`src/rtl/ex_stage_muldiv.sv`:
```
// Execute stage: ALU, branch resolution and target, and an iterative RV32M-style mul/div unit.
// All outputs are registered and form the EX/MEM pipeline register.
module ex_stage_muldiv #(
  parameter int unsigned XLEN = 32
) (
  input  logic            clk,
  input  logic            rst,
  input  logic            in_valid,
  output logic            in_ready,
  input  logic            flush,
  input  logic [XLEN-1:0] pc_ex,
  input  logic [XLEN-1:0] rd1_ex,
  input  logic [XLEN-1:0] rd2_ex,
  input  logic [XLEN-1:0] imm_ex,
  input  logic            alu_src_ex,
  input  logic [3:0]      alu_ctrl_ex,
  input  logic [2:0]      branch_cond_ex,
  input  logic            jump_ex,
  input  logic            muldiv_en_ex,
  input  logic [2:0]      muldiv_op_ex,
  output logic            out_valid,
  output logic [XLEN-1:0] alu_result,
  output logic [XLEN-1:0] store_data,
  output logic [XLEN-1:0] pc_branch,
  output logic            take_branch
);

  localparam int unsigned CntW = $clog2(XLEN + 1);
  localparam int unsigned ShW  = $clog2(XLEN);
  localparam logic [XLEN-1:0] MinNeg = {1'b1, {(XLEN-1){1'b0}}};

  typedef enum logic [1:0] {StIdle, StMul, StDiv} state_e;

  state_e              state_q, state_d;
  logic [CntW-1:0]     cnt_q, cnt_d;
  logic [2*XLEN-1:0]   acc_q, acc_d, mcand_q, mcand_d;
  logic [XLEN-1:0]     mplier_q, mplier_d;
  logic [XLEN-1:0]     rem_q, rem_d, quo_q, quo_d, divisor_q, divisor_d;
  logic                neg_q, neg_d, rneg_q, rneg_d;
  logic [2:0]          op_q, op_d;
  logic                out_valid_q, out_valid_d, take_branch_q, take_branch_d;
  logic [XLEN-1:0]     alu_result_q, alu_result_d, store_data_q, store_data_d;
  logic [XLEN-1:0]     pc_branch_q, pc_branch_d;

  // ALU encoding: {funct7[5], funct3} of the RV32I register ops.
  logic [XLEN-1:0] op_b, alu_out;
  logic [ShW-1:0]  shamt;

  assign op_b  = alu_src_ex ? imm_ex : rd2_ex;
  assign shamt = op_b[ShW-1:0];

  always_comb begin
    alu_out = '0;
    case (alu_ctrl_ex)
      4'b0000: alu_out = rd1_ex + op_b;
      4'b1000: alu_out = rd1_ex - op_b;
      4'b0001: alu_out = rd1_ex << shamt;
      4'b0010: alu_out = {{(XLEN-1){1'b0}}, $signed(rd1_ex) < $signed(op_b)};
      4'b0011: alu_out = {{(XLEN-1){1'b0}}, rd1_ex < op_b};
      4'b0100: alu_out = rd1_ex ^ op_b;
      4'b0101: alu_out = rd1_ex >> shamt;
      4'b1101: alu_out = $signed(rd1_ex) >>> shamt;
      4'b0110: alu_out = rd1_ex | op_b;
      4'b0111: alu_out = rd1_ex & op_b;
      default: alu_out = '0;
    endcase
  end

  logic br_met;
  always_comb begin
    br_met = 1'b0;
    case (branch_cond_ex)
      3'b001:  br_met = (rd1_ex == rd2_ex);
      3'b010:  br_met = (rd1_ex != rd2_ex);
      3'b011:  br_met = ($signed(rd1_ex) < $signed(rd2_ex));
      3'b100:  br_met = ($signed(rd1_ex) >= $signed(rd2_ex));
      3'b101:  br_met = (rd1_ex < rd2_ex);
      3'b110:  br_met = (rd1_ex >= rd2_ex);
      default: br_met = 1'b0;
    endcase
  end

  // Operand signedness: MUL/MULH/MULHSU sign rs1, MUL/MULH sign rs2, DIV/REM sign both.
  logic            sgn_a, sgn_b, neg_a, neg_b, div_zero, div_ovf;
  logic [XLEN-1:0] mag_a, mag_b;

  assign sgn_a    = muldiv_op_ex[2] ? ~muldiv_op_ex[0] : (muldiv_op_ex[1:0] != 2'b11);
  assign sgn_b    = muldiv_op_ex[2] ? ~muldiv_op_ex[0] : ~muldiv_op_ex[1];
  assign neg_a    = sgn_a & rd1_ex[XLEN-1];
  assign neg_b    = sgn_b & rd2_ex[XLEN-1];
  assign mag_a    = neg_a ? -rd1_ex : rd1_ex;
  assign mag_b    = neg_b ? -rd2_ex : rd2_ex;
  assign div_zero = (rd2_ex == '0);
  assign div_ovf  = sgn_a & (rd1_ex == MinNeg) & (rd2_ex == '1);

  // One shift-add step and one restoring shift-subtract step.
  logic [2*XLEN-1:0] mul_acc_nx, mul_prod;
  logic [XLEN-1:0]   mul_res, rem_nx, quo_nx, div_res;
  logic [XLEN:0]     rem_sh;
  logic              div_ge;

  assign mul_acc_nx = acc_q + (mplier_q[0] ? mcand_q : '0);
  assign mul_prod   = neg_q ? -mul_acc_nx : mul_acc_nx;
  assign mul_res    = (op_q == 3'b000) ? mul_prod[XLEN-1:0] : mul_prod[2*XLEN-1:XLEN];
  assign rem_sh     = {rem_q, quo_q[XLEN-1]};
  assign div_ge     = (rem_sh >= {1'b0, divisor_q});
  assign rem_nx     = div_ge ? (rem_sh[XLEN-1:0] - divisor_q) : rem_sh[XLEN-1:0];
  assign quo_nx     = {quo_q[XLEN-2:0], div_ge};
  assign div_res    = op_q[1] ? (rneg_q ? -rem_nx : rem_nx) : (neg_q ? -quo_nx : quo_nx);

  always_comb begin
    state_d       = state_q;
    cnt_d         = cnt_q;
    acc_d         = acc_q;
    mcand_d       = mcand_q;
    mplier_d      = mplier_q;
    rem_d         = rem_q;
    quo_d         = quo_q;
    divisor_d     = divisor_q;
    neg_d         = neg_q;
    rneg_d        = rneg_q;
    op_d          = op_q;
    out_valid_d   = 1'b0;
    alu_result_d  = alu_result_q;
    store_data_d  = store_data_q;
    pc_branch_d   = pc_branch_q;
    take_branch_d = take_branch_q;

    if (flush) begin
      state_d = StIdle;
    end else begin
      case (state_q)
        StIdle: begin
          if (in_valid) begin
            store_data_d = rd2_ex;
            pc_branch_d  = pc_ex + imm_ex;
            op_d         = muldiv_op_ex;
            if (!muldiv_en_ex) begin
              alu_result_d  = alu_out;
              take_branch_d = br_met | jump_ex;
              out_valid_d   = 1'b1;
            end else begin
              take_branch_d = 1'b0;
              if (!muldiv_op_ex[2]) begin
                acc_d    = '0;
                mcand_d  = {{XLEN{1'b0}}, mag_a};
                mplier_d = mag_b;
                neg_d    = neg_a ^ neg_b;
                cnt_d    = CntW'(XLEN);
                state_d  = StMul;
              end else if (div_zero) begin
                alu_result_d = muldiv_op_ex[1] ? rd1_ex : '1;
                out_valid_d  = 1'b1;
              end else if (div_ovf) begin
                alu_result_d = muldiv_op_ex[1] ? '0 : rd1_ex;
                out_valid_d  = 1'b1;
              end else begin
                rem_d     = '0;
                quo_d     = mag_a;
                divisor_d = mag_b;
                neg_d     = neg_a ^ neg_b;
                rneg_d    = neg_a;
                cnt_d     = CntW'(XLEN);
                state_d   = StDiv;
              end
            end
          end
        end
        StMul: begin
          acc_d    = mul_acc_nx;
          mcand_d  = {mcand_q[2*XLEN-2:0], 1'b0};
          mplier_d = {1'b0, mplier_q[XLEN-1:1]};
          cnt_d    = cnt_q - CntW'(1);
          if (cnt_q == CntW'(1)) begin
            alu_result_d = mul_res;
            out_valid_d  = 1'b1;
            state_d      = StIdle;
          end
        end
        StDiv: begin
          rem_d = rem_nx;
          quo_d = quo_nx;
          cnt_d = cnt_q - CntW'(1);
          if (cnt_q == CntW'(1)) begin
            alu_result_d = div_res;
            out_valid_d  = 1'b1;
            state_d      = StIdle;
          end
        end
        default: state_d = StIdle;
      endcase
    end
  end

  always_ff @(posedge clk or posedge rst) begin
    if (rst) begin
      state_q       <= StIdle;
      cnt_q         <= '0;
      acc_q         <= '0;
      mcand_q       <= '0;
      mplier_q      <= '0;
      rem_q         <= '0;
      quo_q         <= '0;
      divisor_q     <= '0;
      neg_q         <= 1'b0;
      rneg_q        <= 1'b0;
      op_q          <= '0;
      out_valid_q   <= 1'b0;
      alu_result_q  <= '0;
      store_data_q  <= '0;
      pc_branch_q   <= '0;
      take_branch_q <= 1'b0;
    end else begin
      state_q       <= state_d;
      cnt_q         <= cnt_d;
      acc_q         <= acc_d;
      mcand_q       <= mcand_d;
      mplier_q      <= mplier_d;
      rem_q         <= rem_d;
      quo_q         <= quo_d;
      divisor_q     <= divisor_d;
      neg_q         <= neg_d;
      rneg_q        <= rneg_d;
      op_q          <= op_d;
      out_valid_q   <= out_valid_d;
      alu_result_q  <= alu_result_d;
      store_data_q  <= store_data_d;
      pc_branch_q   <= pc_branch_d;
      take_branch_q <= take_branch_d;
    end
  end

  assign in_ready    = (state_q == StIdle);
  assign out_valid   = out_valid_q;
  assign alu_result  = alu_result_q;
  assign store_data  = store_data_q;
  assign pc_branch   = pc_branch_q;
  assign take_branch = take_branch_q;

endmodule

```
`config.mk`:
```
export PLATFORM = sky130hd
export DESIGN_NAME = ex_stage_muldiv
export DESIGN_NICKNAME = d
export VERILOG_FILES = /design/src/rtl/ex_stage_muldiv.sv
export SDC_FILE = /design/constraint.sdc
export NUM_CORES = 2
export LEC_CHECK = 0
export BUFFER_PORTS_ARGS = -buffer_cell sky130_fd_sc_hd__clkbuf_2
export CORE_ASPECT_RATIO = 0.75
export CORE_MARGIN = 4
export CORE_UTILIZATION = 55
export DETAILED_ROUTE_END_ITERATION = 12
export PLACE_DENSITY = 0.77
export REMOVE_ABC_BUFFERS = 1
export SLEW_MARGIN = 25
export SYNTH_ARGS = -nofsm -noshare
export SYNTH_HDL_FRONTEND = slang
export SYNTH_SLANG_ARGS = --single-unit
```
`constraint.sdc`:
```
create_clock -name clk -period 17.7 [get_ports clk]
set_clock_uncertainty 0.2 [all_clocks]
set_input_delay 0 -clock clk [delete_from_list [all_inputs] [get_ports clk]]
set_output_delay 0 -clock clk [all_outputs]
set_load 0.005 [all_outputs]
```
==> flow_summary.yaml <==
synth:
  yosysSeqAreaShare_pct: 23.5
  synthTopCellsByArea: "dfrtp_1, ha_1, o21ai_0"
  synth_area_um2: 39100
  ys_ff_latch: 367
  async_flop_share_pct: 100
  ys_warn_count: 0
  yosys.area.top_type_share_pct: 23.5
  syn_area_per_cell_um2: 7.35
  yosysTopAreaCell: "dfrtp_1"
  synth_edf_count: 0
  syn_inst: 5311
  synthFlopType: "dfrtp_1"
  yosys.cell_types.count: 103
critical_path:
  reg2reg_to: "alu_result[30]"
  cp_slowest_cell: "a211oi_1"
  worstSetupPathType: "reg -> reg"
  r2r-start: "mplier_q[0]"
  path_cells: "buf_4 -> and2_1 -> ha_1 -> and4_1 -> nand2_1 -> nor3_1 -> o211ai_1 -> a211oi_1 -> a21oi_1 -> xnor2_1 -> or4_1 -> nand2b_1 -> or4_1 -> nor4_1 -> mux2i_1 -> a31oi_1"
  cpMostUsedCell: "or4_1"
  cp-start-kind: "register"
  rrSetupSlack_ns: 11.20
  r2r_cells: 16
  crit_family: "simple AND/OR/NAND/NOR gates"
  endpoint_kind: "register"
  cp_slowest_stage_delay_ns: 0.69
  path_max_fanout: 51
  cp.arrival_ns: 6.75
  critical_path_buf_inv_count: 1
  worstPathRequired_ns: 17.95
drt:
  wl_per_cell_um: 26.7
  dr.first_iter.drc_count: 6973
  vias: 44800
  first_pass_iters: 6
  postRouteAntennaNets: 0
  via_per_inst: 6.94
  finalWirelength_um: 173000
  post-route-drc-count: 0
power_and_ir_drop:
  leakagePower_nw: 19.6
  p_per_area_nw_per_um2: 116
  vdd_ir_drop_max_mv: 0.0845
  total_power_mw: 5.10
sta:
  slew_headroom_pct: 24.2
  max_freq_mhz: 154
  worst_pin_slew_ns: 1.12
  setup_viol: 0
  fin_tns_setup_ns: 0
  hold_viol: 0
  grt_setup_unrepaired: "no"
  fin_crit_sh_pct: 36.7
  period_needed_ns: 6.50
  slew_violations: 0
global_routing:
  overflow: 0
  grt_pass1_wl_um: 255000
  grt_pass1_vias: 40600
  grt_max_degree: 149
  antenna_found_initial: 14
  grt_usage_pct: 43.8
layout:
  final_core_util_pct: 62.5
  finalNetCount: 5895
  drive_above_1_share_pct: 8.76
  syn_to_final_growth_pct: 12.4
clock_network:
  path_clk_slew_ns: 0.06
  clockBufferDepth: 3
  cts_tree: "done"
  clk_latency_ns: 0.60
  numCtsBuffers: 42
  ctsResizeCount: 0
  htreeDepth: 2
  cts_sinks: 367
  root_buffer: "clkbuf_16"
  post_cts_buffers: 0
floorplanning:
  pin_count: 244
  rows: 84
  coreArea_um2: 70200
  start_util_pct: 55.6
  die_area_um2: 75400
  die_w_um: 316
  die_y_um: 239
run_status:
  outcome: "completed"
worst_hold_path:
  min_to: "pc_branch[29]"
  hp-class: "in -> reg"
  hold_path_depth: 7
  hold_start: "imm_ex[28]"
placed_design:
  port-buffer-count: 243
  gp_congestion: 1.06
  dp_hpwl_um: 128000
flow_run:
  cap_violations: 0
-- worst max path at each step --
stage                      from              to  depth (start not counted)
global placement      rem_q[11]  alu_result[14]                         23
finish              mplier_q[0]  alu_result[30]                         16
floorplan                   rst        acc_q[0]                          1
CTS                 mplier_q[0]  alu_result[28]                         16
global route        mplier_q[0]  alu_result[29]                         16
detailed placement  mplier_q[0]  alu_result[28]                         16
-- kinds of logic (layout without fill, tap and decap cells) --
group,after synthesis,in the layout,share of synthesized area (%)
adders and majority gates,272,272,8.81
other,0,6,0
DFF,367,367,23.5
buffers and inverters,569,762,5.53
and+or+nand+nor,1924,1924,23.0
muxes,157,157,4.42
AOI/OAI and AO/OA,1771,1771,29.1
xor gates and xnor gates,251,251,5.65
-- routing by layer --
metal	global-route usage, %	up-vias	wire [um]	part of all wire [%]
met4	23.5	24	11500	6.7
li1	-	19700	-	-
met5	0	-	171	0.099
met3	12.7	680	23100	13
met1	59.1	21100	67400	39
met2	63.6	3275	70400	41
-- cell usage in the layout (no fill, tap or decap), drive strengths merged, types with 132 or more instances in the layout --
cell type,n
xnor2,166
dfrtp,367
nand2,699
nor2,448
o21ai,537
a21oi,416
nand3,191
clkbuf,298
mux2i,132
nor3,132
dlygate4sd3,165
ha,267
inv,220
-- power breakdown --
group	leakage [nW]	switching, mW	total [mW]	internal (mW)
clock network	0.705	0.393	0.962	0.569
registers	4.71	0.300	1.39	1.09
logic	14.2	1.78	2.75	0.970
-- area by class of cell --
| class | instances | area (um2) |
|---|---|---|
| Multi-Input combinational cell | 4375 | 27800 |
| Fill cell | 6373 | 26300 |
| Sequential cell | 367 | 9190 |
| Timing Repair Buffer | 474 | 3390 |
| Tap cell | 946 | 1180 |
| Clock buffer | 55 | 1170 |
| Inverter | 218 | 826 |
| Clock inverter | 15 | 274 |
| Antenna cell | 6 | 15.0 |
-- stage by stage --
step / worst slack, ns / hold slack (ns) / cell area [um2] / cells
final: 11.20 / 0.0617 / 43900 / 6456
after global routing: 10.80 / 0.0647 / 43900 / 6451
after CTS: 11.41 / 0.00209 / 43800 / 6449
after detailed placement: 11.41 / 0.0230 / 40700 / 6214
after global placement: 11.54 / 0.0266 / 40700 / 6214
after floorplan: 7.31 / -0.137 / 37700 / 4960
-- Yosys cell counts, types with 21 or more instances --
cell type  instances
mux2i_1          132
o21bai_1          37
and3_1            35
o211ai_1          60
o21a_1            69
nor2_1           448
o31ai_1           86
or2_2             21
or4_1             23
a22oi_1           73
ha_1             267
a221oi_1          47
a21oi_1          414
nor2b_1           27
a21o_1            64
xnor2_1          165
a211oi_1          43
xor2_1            85
nor3_1           132
or3_1             41
nand2_1          699
a31oi_1           50
buf_1             35
o21ai_0          529
nor4_1            35
clkbuf_1         302
nand2b_1          37
dfrtp_1          367
and2_1            91
o22ai_1           24
nand4_1           76
nand3_1          191
inv_1            213
o221ai_1          29
-- state kept, by name, indices dropped and copies added (netlist names) --
| signal | flops |
|---|---|
| acc_q | 64 |
| mcand_q | 64 |
| alu_result | 32 |
| divisor_q | 32 |
| mplier_q | 32 |
| pc_branch | 32 |
| quo_q | 32 |
| rem_q | 32 |
| store_data | 32 |
| cnt_q | 6 |
| op_q | 3 |
| state_q | 2 |
| neg_q | 1 |
| out_valid | 1 |
| rneg_q | 1 |
| take_branch | 1 |
-- timing repair --
item	in CTS	in global routing
hold endpoints to repair	276	0
hold buffers	165	0
endpoints found under the setup margin	0	0
-- worst reg2reg max path, stage by stage (launching register included) --
cell,delay (ns)
dfrtp_1,0.51
buf_4,0.51
and2_1,0.24
ha_1,0.28
and4_1,0.40
nand2_1,0.12
nor3_1,0.49
o211ai_1,0.28
a211oi_1,0.69
a21oi_1,0.32
xnor2_1,0.26
or4_1,0.62
nand2b_1,0.28
or4_1,0.49
nor4_1,0.32
mux2i_1,0.25
a31oi_1,0.10
Note: power is estimated with default switching activity, not from simulation.
